## config.mk

```make
export PLATFORM = sky130hd
export DESIGN_NAME = gbe_tx_arbiter
export DESIGN_NICKNAME = d
export VERILOG_FILES = /design/src/rtl/gbe_tx_arbiter.sv
export SDC_FILE = /design/constraint.sdc
export NUM_CORES = 1
export LEC_CHECK = 0
export BUFFER_PORTS_ARGS = -buffer_cell sky130_fd_sc_hd__buf_4
export CAP_MARGIN = 40
export CORE_AREA = 2 2 157 159
export DETAILED_ROUTE_END_ITERATION = 7
export DIE_AREA = 0 0 159 161
export GPL_TIMING_DRIVEN = 0
export SYNTH_ARGS = -nofsm -noshare
export SYNTH_HDL_FRONTEND = slang
export SYNTH_SLANG_ARGS = --single-unit
```

## constraint.sdc

```tcl
create_clock -name user_clk -period 2.4 [get_ports user_clk]
set_input_delay 0.24 -clock user_clk [delete_from_list [all_inputs] [get_ports user_clk]]
set_output_delay 0.24 -clock user_clk [all_outputs]
set_load 0.01 [all_outputs]
```

## src/rtl/gbe_tx_arbiter.sv

```systemverilog
// Two-requester round-robin arbiter in front of a 10GbE tx core, with truncation of over-long packets.
// Optional per-requester packet counters are enabled by defining GBE_TX_ARBITER_PKTCNT_EN.
module gbe_tx_arbiter #(
    parameter int DATA_W    = 64,
    parameter int MAX_WORDS = 1024
) (
    input  logic              user_clk,
    input  logic              user_rst_n,
    input  logic              req0,
    input  logic              req1,
    input  logic [DATA_W-1:0] data0,
    input  logic [DATA_W-1:0] data1,
    input  logic              valid0,
    input  logic              valid1,
    input  logic              eof0,
    input  logic              eof1,
    input  logic [31:0]       ip0,
    input  logic [31:0]       ip1,
    input  logic [15:0]       port0,
    input  logic [15:0]       port1,
    output logic              grant0,
    output logic              grant1,
    output logic              ready0,
    output logic              ready1,
    input  logic              gbe_tx_afull,
    output logic [DATA_W-1:0] gbe_tx_data,
    output logic              gbe_tx_valid,
    output logic              gbe_tx_end_of_frame,
    output logic [31:0]       gbe_tx_dest_ip,
    output logic [15:0]       gbe_tx_dest_port,
    input  logic              ctr_rst,
    output logic [31:0]       txvldctr,
    output logic [15:0]       trunc_ctr
`ifdef GBE_TX_ARBITER_PKTCNT_EN
    ,
    output logic [31:0]       pktcnt0,
    output logic [31:0]       pktcnt1
`endif
);

    localparam int CNT_W = $clog2(MAX_WORDS + 1);

    typedef enum logic [1:0] {IDLE, GRANT0, GRANT1, FLUSH} state_t;

    state_t            state_q, state_d;
    logic              owner_q, owner_d;
    logic              prio_q, prio_d;
    logic [CNT_W-1:0]  wcnt_q, wcnt_d;
    logic [31:0]       ip_q, ip_d;
    logic [15:0]       port_q, port_d;
    logic [DATA_W-1:0] tx_data_q, tx_data_d;
    logic              tx_valid_q, tx_valid_d;
    logic              tx_eof_q, tx_eof_d;
    logic [31:0]       txvldctr_q;
    logic [15:0]       trunc_ctr_q;
    logic              trunc_inc;

    logic              own_valid, own_eof, granted, acc, at_limit, pkt_end;
    logic [DATA_W-1:0] own_data;

    assign own_valid = owner_q ? valid1 : valid0;
    assign own_eof   = owner_q ? eof1 : eof0;
    assign own_data  = owner_q ? data1 : data0;
    assign granted   = (state_q == GRANT0) || (state_q == GRANT1);
    assign acc       = granted && own_valid && !gbe_tx_afull;
    assign at_limit  = (wcnt_q == CNT_W'(MAX_WORDS - 1));
    assign pkt_end   = acc && (own_eof || at_limit);

    always_comb begin
        state_d    = state_q;
        owner_d    = owner_q;
        prio_d     = prio_q;
        wcnt_d     = wcnt_q;
        ip_d       = ip_q;
        port_d     = port_q;
        tx_data_d  = tx_data_q;
        tx_valid_d = 1'b0;
        tx_eof_d   = 1'b0;
        grant0     = 1'b0;
        grant1     = 1'b0;
        ready0     = 1'b0;
        ready1     = 1'b0;
        trunc_inc  = 1'b0;
        case (state_q)
            IDLE: begin
                // prio_q names the requester that wins a tie
                if (req0 && !(req1 && prio_q)) begin
                    state_d = GRANT0;
                    owner_d = 1'b0;
                    prio_d  = 1'b1;
                    ip_d    = ip0;
                    port_d  = port0;
                    wcnt_d  = '0;
                end else if (req1) begin
                    state_d = GRANT1;
                    owner_d = 1'b1;
                    prio_d  = 1'b0;
                    ip_d    = ip1;
                    port_d  = port1;
                    wcnt_d  = '0;
                end
            end
            GRANT0, GRANT1: begin
                grant0 = !owner_q;
                grant1 = owner_q;
                ready0 = !owner_q && !gbe_tx_afull;
                ready1 = owner_q && !gbe_tx_afull;
                if (acc) begin
                    tx_valid_d = 1'b1;
                    tx_data_d  = own_data;
                    wcnt_d     = wcnt_q + CNT_W'(1);
                    if (own_eof) begin
                        tx_eof_d = 1'b1;
                        state_d  = IDLE;
                    end else if (at_limit) begin
                        tx_eof_d  = 1'b1;
                        trunc_inc = 1'b1;
                        state_d   = FLUSH;
                    end
                end
            end
            FLUSH: begin
                // drain the rest of the truncated packet regardless of backpressure
                grant0 = !owner_q;
                grant1 = owner_q;
                ready0 = !owner_q;
                ready1 = owner_q;
                if (own_valid && own_eof) state_d = IDLE;
            end
            default: state_d = IDLE;
        endcase
    end

    always_ff @(posedge user_clk) begin
        if (!user_rst_n) begin
            state_q     <= IDLE;
            owner_q     <= 1'b0;
            prio_q      <= 1'b0;
            wcnt_q      <= '0;
            ip_q        <= '0;
            port_q      <= '0;
            tx_data_q   <= '0;
            tx_valid_q  <= 1'b0;
            tx_eof_q    <= 1'b0;
            txvldctr_q  <= '0;
            trunc_ctr_q <= '0;
        end else begin
            state_q    <= state_d;
            owner_q    <= owner_d;
            prio_q     <= prio_d;
            wcnt_q     <= wcnt_d;
            ip_q       <= ip_d;
            port_q     <= port_d;
            tx_data_q  <= tx_data_d;
            tx_valid_q <= tx_valid_d;
            tx_eof_q   <= tx_eof_d;
            if (ctr_rst)          txvldctr_q <= '0;
            else if (tx_valid_q)  txvldctr_q <= txvldctr_q + 32'd1;
            if (ctr_rst)          trunc_ctr_q <= '0;
            else if (trunc_inc && trunc_ctr_q != 16'hFFFF)
                trunc_ctr_q <= trunc_ctr_q + 16'd1;
        end
    end

`ifdef GBE_TX_ARBITER_PKTCNT_EN
    logic [31:0] pktcnt0_q, pktcnt1_q;

    always_ff @(posedge user_clk) begin
        if (!user_rst_n || ctr_rst) begin
            pktcnt0_q <= '0;
            pktcnt1_q <= '0;
        end else if (pkt_end) begin
            if (owner_q) pktcnt1_q <= pktcnt1_q + 32'd1;
            else         pktcnt0_q <= pktcnt0_q + 32'd1;
        end
    end

    assign pktcnt0 = pktcnt0_q;
    assign pktcnt1 = pktcnt1_q;
`else
    logic unused_pkt_end;
    assign unused_pkt_end = pkt_end;
`endif

    assign gbe_tx_data         = tx_data_q;
    assign gbe_tx_valid        = tx_valid_q;
    assign gbe_tx_end_of_frame = tx_eof_q;
    assign gbe_tx_dest_ip      = ip_q;
    assign gbe_tx_dest_port    = port_q;
    assign txvldctr            = txvldctr_q;
    assign trunc_ctr           = trunc_ctr_q;

endmodule

```

==> reports/qor.yml <==
logic_synthesis:
  synth-edff-count: 0
  synth-xor-area-share_pct: 4.67
  synth_adder_area_share_pct: 0.931
  synth.net_count: 1077
  yosysUniqueCellTypes: 52
  synth_area_um2: 8060
  synthTopCellsByArea: "sky130_fd_sc_hd__dfxtp_1 44%, sky130_fd_sc_hd__mux2i_1 8.6%, sky130_fd_sc_hd__o211a_1 8.2%"
  synth_compound_area_share_pct: 17.3
  synthesis.yosys.warnings: 0
  share_of_synthesized_cell_area_in_and_or_nand_and_nor_gates_pct: 20.8
  syn-instance-count: 837
  synthesis.area_per_instance_um2: 9.63
  main_combinational_cell_family_by_area_after_synthesis: "simple AND/OR/NAND/NOR gates"
  yosysTopAreaCell: "sky130_fd_sc_hd__dfxtp_1"
  synth.yosys.seq_area_share_pct: 44.0
  yosys.area.top_type_share_pct: 44.0
  synth.area.mux_share_pct: 8.85
  yosys_reg_bits: 177
  synth_flop_cell: "sky130_fd_sc_hd__dfxtp_1"
  postSynth.asyncResetShare_pct: 0
route:
  num_vias: 8101
  final_antenna_net_count: 0
  vias_per_cell: 5.08
  routedWlPerCell_um: 18.9
  initial_drt_markers: 626
  routed_wl_mm: 30.1
  drt_pass1_iterations: 7
  drcViolationCount: 0
clock_tree:
  cts.path.max_buffers: 2
  clock_sinks: 177
  cts-hold-fix-buffers: 0
  clk_latency_ps: 430
  cts.htree.levels: 4
  clkTransAtPathRegs_ps: 80
  cts_made_buffers: 17
  root_buffer: "sky130_fd_sc_hd__clkbuf_16"
  cts_tree: "yes"
worst_setup_path:
  timing.reg2reg.worst_path_depth: 7
  worst_setup_path_start_kind: "flip-flop"
  worstPathMaxFanout: 8
  worstSetupPathType: "flip-flop to flip-flop"
  data_required_time_of_the_worst_path_ps: 2770
  end_kind: "flip-flop"
  critical_path_arrival_ps: 2630
timing:
  setup_violations: 0
  timing.max_slew.rel_slack_pct: 45.8
  hold_ws_ps: 69.4
  final_slew_violations: 0
  final_min_period_over_clock_period_pct: 94.1
  clock-skew-final_ps: 18.2
  timing_hold_violations_final: 0
  post_route_setup_tns_ps: 0
  worst-slew-pin-transition_ps: 813
  grt_setup_unrepaired: "true"
  min_period_ps: 2260
  fmax_mhz: 443
die:
  fp-row-count: 57
  die-width_um: 159
  io-pin-count: 400
  vert_die_dim_um: 161
  die_area_um2: 25600
  core_area_um2: 24000
  start_util_pct: 33.6
status:
  outcome: "completed"
min_path:
  hold_path.class: "primary input to flip-flop"
  min_path_cells: 3
finish:
  area_growth_syn_to_layout_pct: 50.3
  diodes: 0
  drive_above_1_share_pct: 35.9
  final_core_utilization_pct: 50.6
  mostFrequentLayoutCell: "sky130_fd_sc_hd__buf_4"
  fillerInstances: 2331
  fin_nets: 1498
  layout_common_cells: "403 x sky130_fd_sc_hd__buf_4, 177 x sky130_fd_sc_hd__dfxtp_1, 92 x sky130_fd_sc_hd__nand2_1, 69 x sky130_fd_sc_hd__mux2i_1, 66 x sky130_fd_sc_hd__o211a_1"
placed_design:
  port_buffers: 399
  gpl.final_weighted_congestion: 0.888
  placed_wire_length_estimate_mm: 24.0
power_and_ir_drop:
  ir_drop_v: 0.000408
  leakagePower_uw: 0.00561
  power.total_uw: 10100
  cellPowerDensity_nw_per_um2: 834
global_routing:
  grt_usage_pct: 22.4
  grt_pass1_wl_mm: 44.8
  first_global_vias: 7801
  global_route_total_overflow: 0
  grt_antenna_before_repair: 0
  grt_max_degree: 18
run:
  max_cap_violations: 0
-- kinds of logic (layout without fill, tap and decap cells) --
kind of cell             count (synthesis)  count (layout)
AO/OA/AOI/OAI                          151             151
adder cells (fa/ha/maj)                  6               6
flip-flops                             177             177
buffers and inverters                   74             508
multiplexers                            71              71
XOR/XNOR                                43              43
AND/OR/NAND/NOR                        315             315
-- critical path, stage by stage, from the launching register on --
cell and delay, ps:
sky130_fd_sc_hd__dfxtp_1 370, sky130_fd_sc_hd__inv_1 70, sky130_fd_sc_hd__ha_2 380, sky130_fd_sc_hd__and2b_2 230, sky130_fd_sc_hd__nand3_4 140, sky130_fd_sc_hd__a2111o_1 460
sky130_fd_sc_hd__or4_1 490, sky130_fd_sc_hd__nand2_1 70
-- sequential cells by signal, indices dropped and copies added (netlist names) --
name                 flops
gbe_tx_dest_ip          32
trunc_ctr               16
prio_q                   1
gbe_tx_end_of_frame      1
owner_q                  1
txvldctr                32
gbe_tx_dest_port        16
gbe_tx_valid             1
state_q                  2
gbe_tx_data             64
wcnt_q                  11
-- report_power, final --
part | internal, uW | switching [uW]
logic | 1630 | 1910
registers | 3380 | 271
clock network | 1600 | 1310
total | 6620 | 3490
-- synthesized netlist by cell type (all sizes together), types with 2 or more instances --
cell / instances
a21boi: 5
a21oi: 8
a222oi: 48
a41o: 2
and2: 2
and3: 3
and4: 8
buf: 12
clkbuf: 51
dfxtp: 177
ha: 6
inv: 11
mux2: 2
mux2i: 69
nand2: 92
nand2b: 6
nand3: 22
nand4: 19
nor2: 56
nor2b: 54
nor3: 11
nor3b: 2
nor4: 20
nor4b: 6
o211a: 66
o211ai: 3
o21ai: 9
o311ai: 2
o41ai: 2
or2: 2
or3: 3
or4: 6
xnor2: 34
xor2: 9
-- area by class of cell --
class | count | area, um2 | area share [%]
timing repair buffer | 402 | 3020 | 24.9
sequential | 177 | 3540 | 29.3
buffer | 63 | 246 | 2.03
clock buffer | 18 | 439 | 3.63
tap | 324 | 405 | 3.35
multi-input combinational | 586 | 4250 | 35.1
inverter | 11 | 41.3 | 0.341
clock inverter | 14 | 166 | 1.37
-- timing repair --
item                       CTS  global route
resized for setup            1             9
buffers inserted             0             3
hold endpoints to repair     0             0
setup endpoints to repair   27            51
pin swaps                    1             1
-- through the flow --
step	instance area (um2)	setup slack [ps]	std cells
after floorplan	8060	273	837
after global placement	11500	-5.03	1560
after detailed placement	11500	-41.7	1560
after CTS	12100	27.1	1592
after global routing	12100	-14.8	1595
final	12100	142	1595
-- path summary, 6_finish.rpt --
path                                                        end  slack [ps]                      start
worst max-delay path                 trunc_ctr[11]$_SDFFE_PP0P_         140    state_q[1]$_SDFFE_PN0P_
worst min register to register        txvldctr[29]$_SDFFE_PP0P_         490  txvldctr[29]$_SDFFE_PP0P_
worst min-delay path            gbe_tx_dest_ip[20]$_SDFFE_PN0P_          70                    ip1[20]
worst max register to register       trunc_ctr[11]$_SDFFE_PP0P_         140    state_q[1]$_SDFFE_PN0P_
-- layer usage --
layer	routed length, um	global-route usage [%]	up-vias
li1	-	-	3950
met1	12300	27.1	3852
met2	15500	40.5	267
met3	1750	5.34	32
met4	467	4.96	0
met5	0	0	-
No activity file was read; power rests on OpenSTA's default activity.
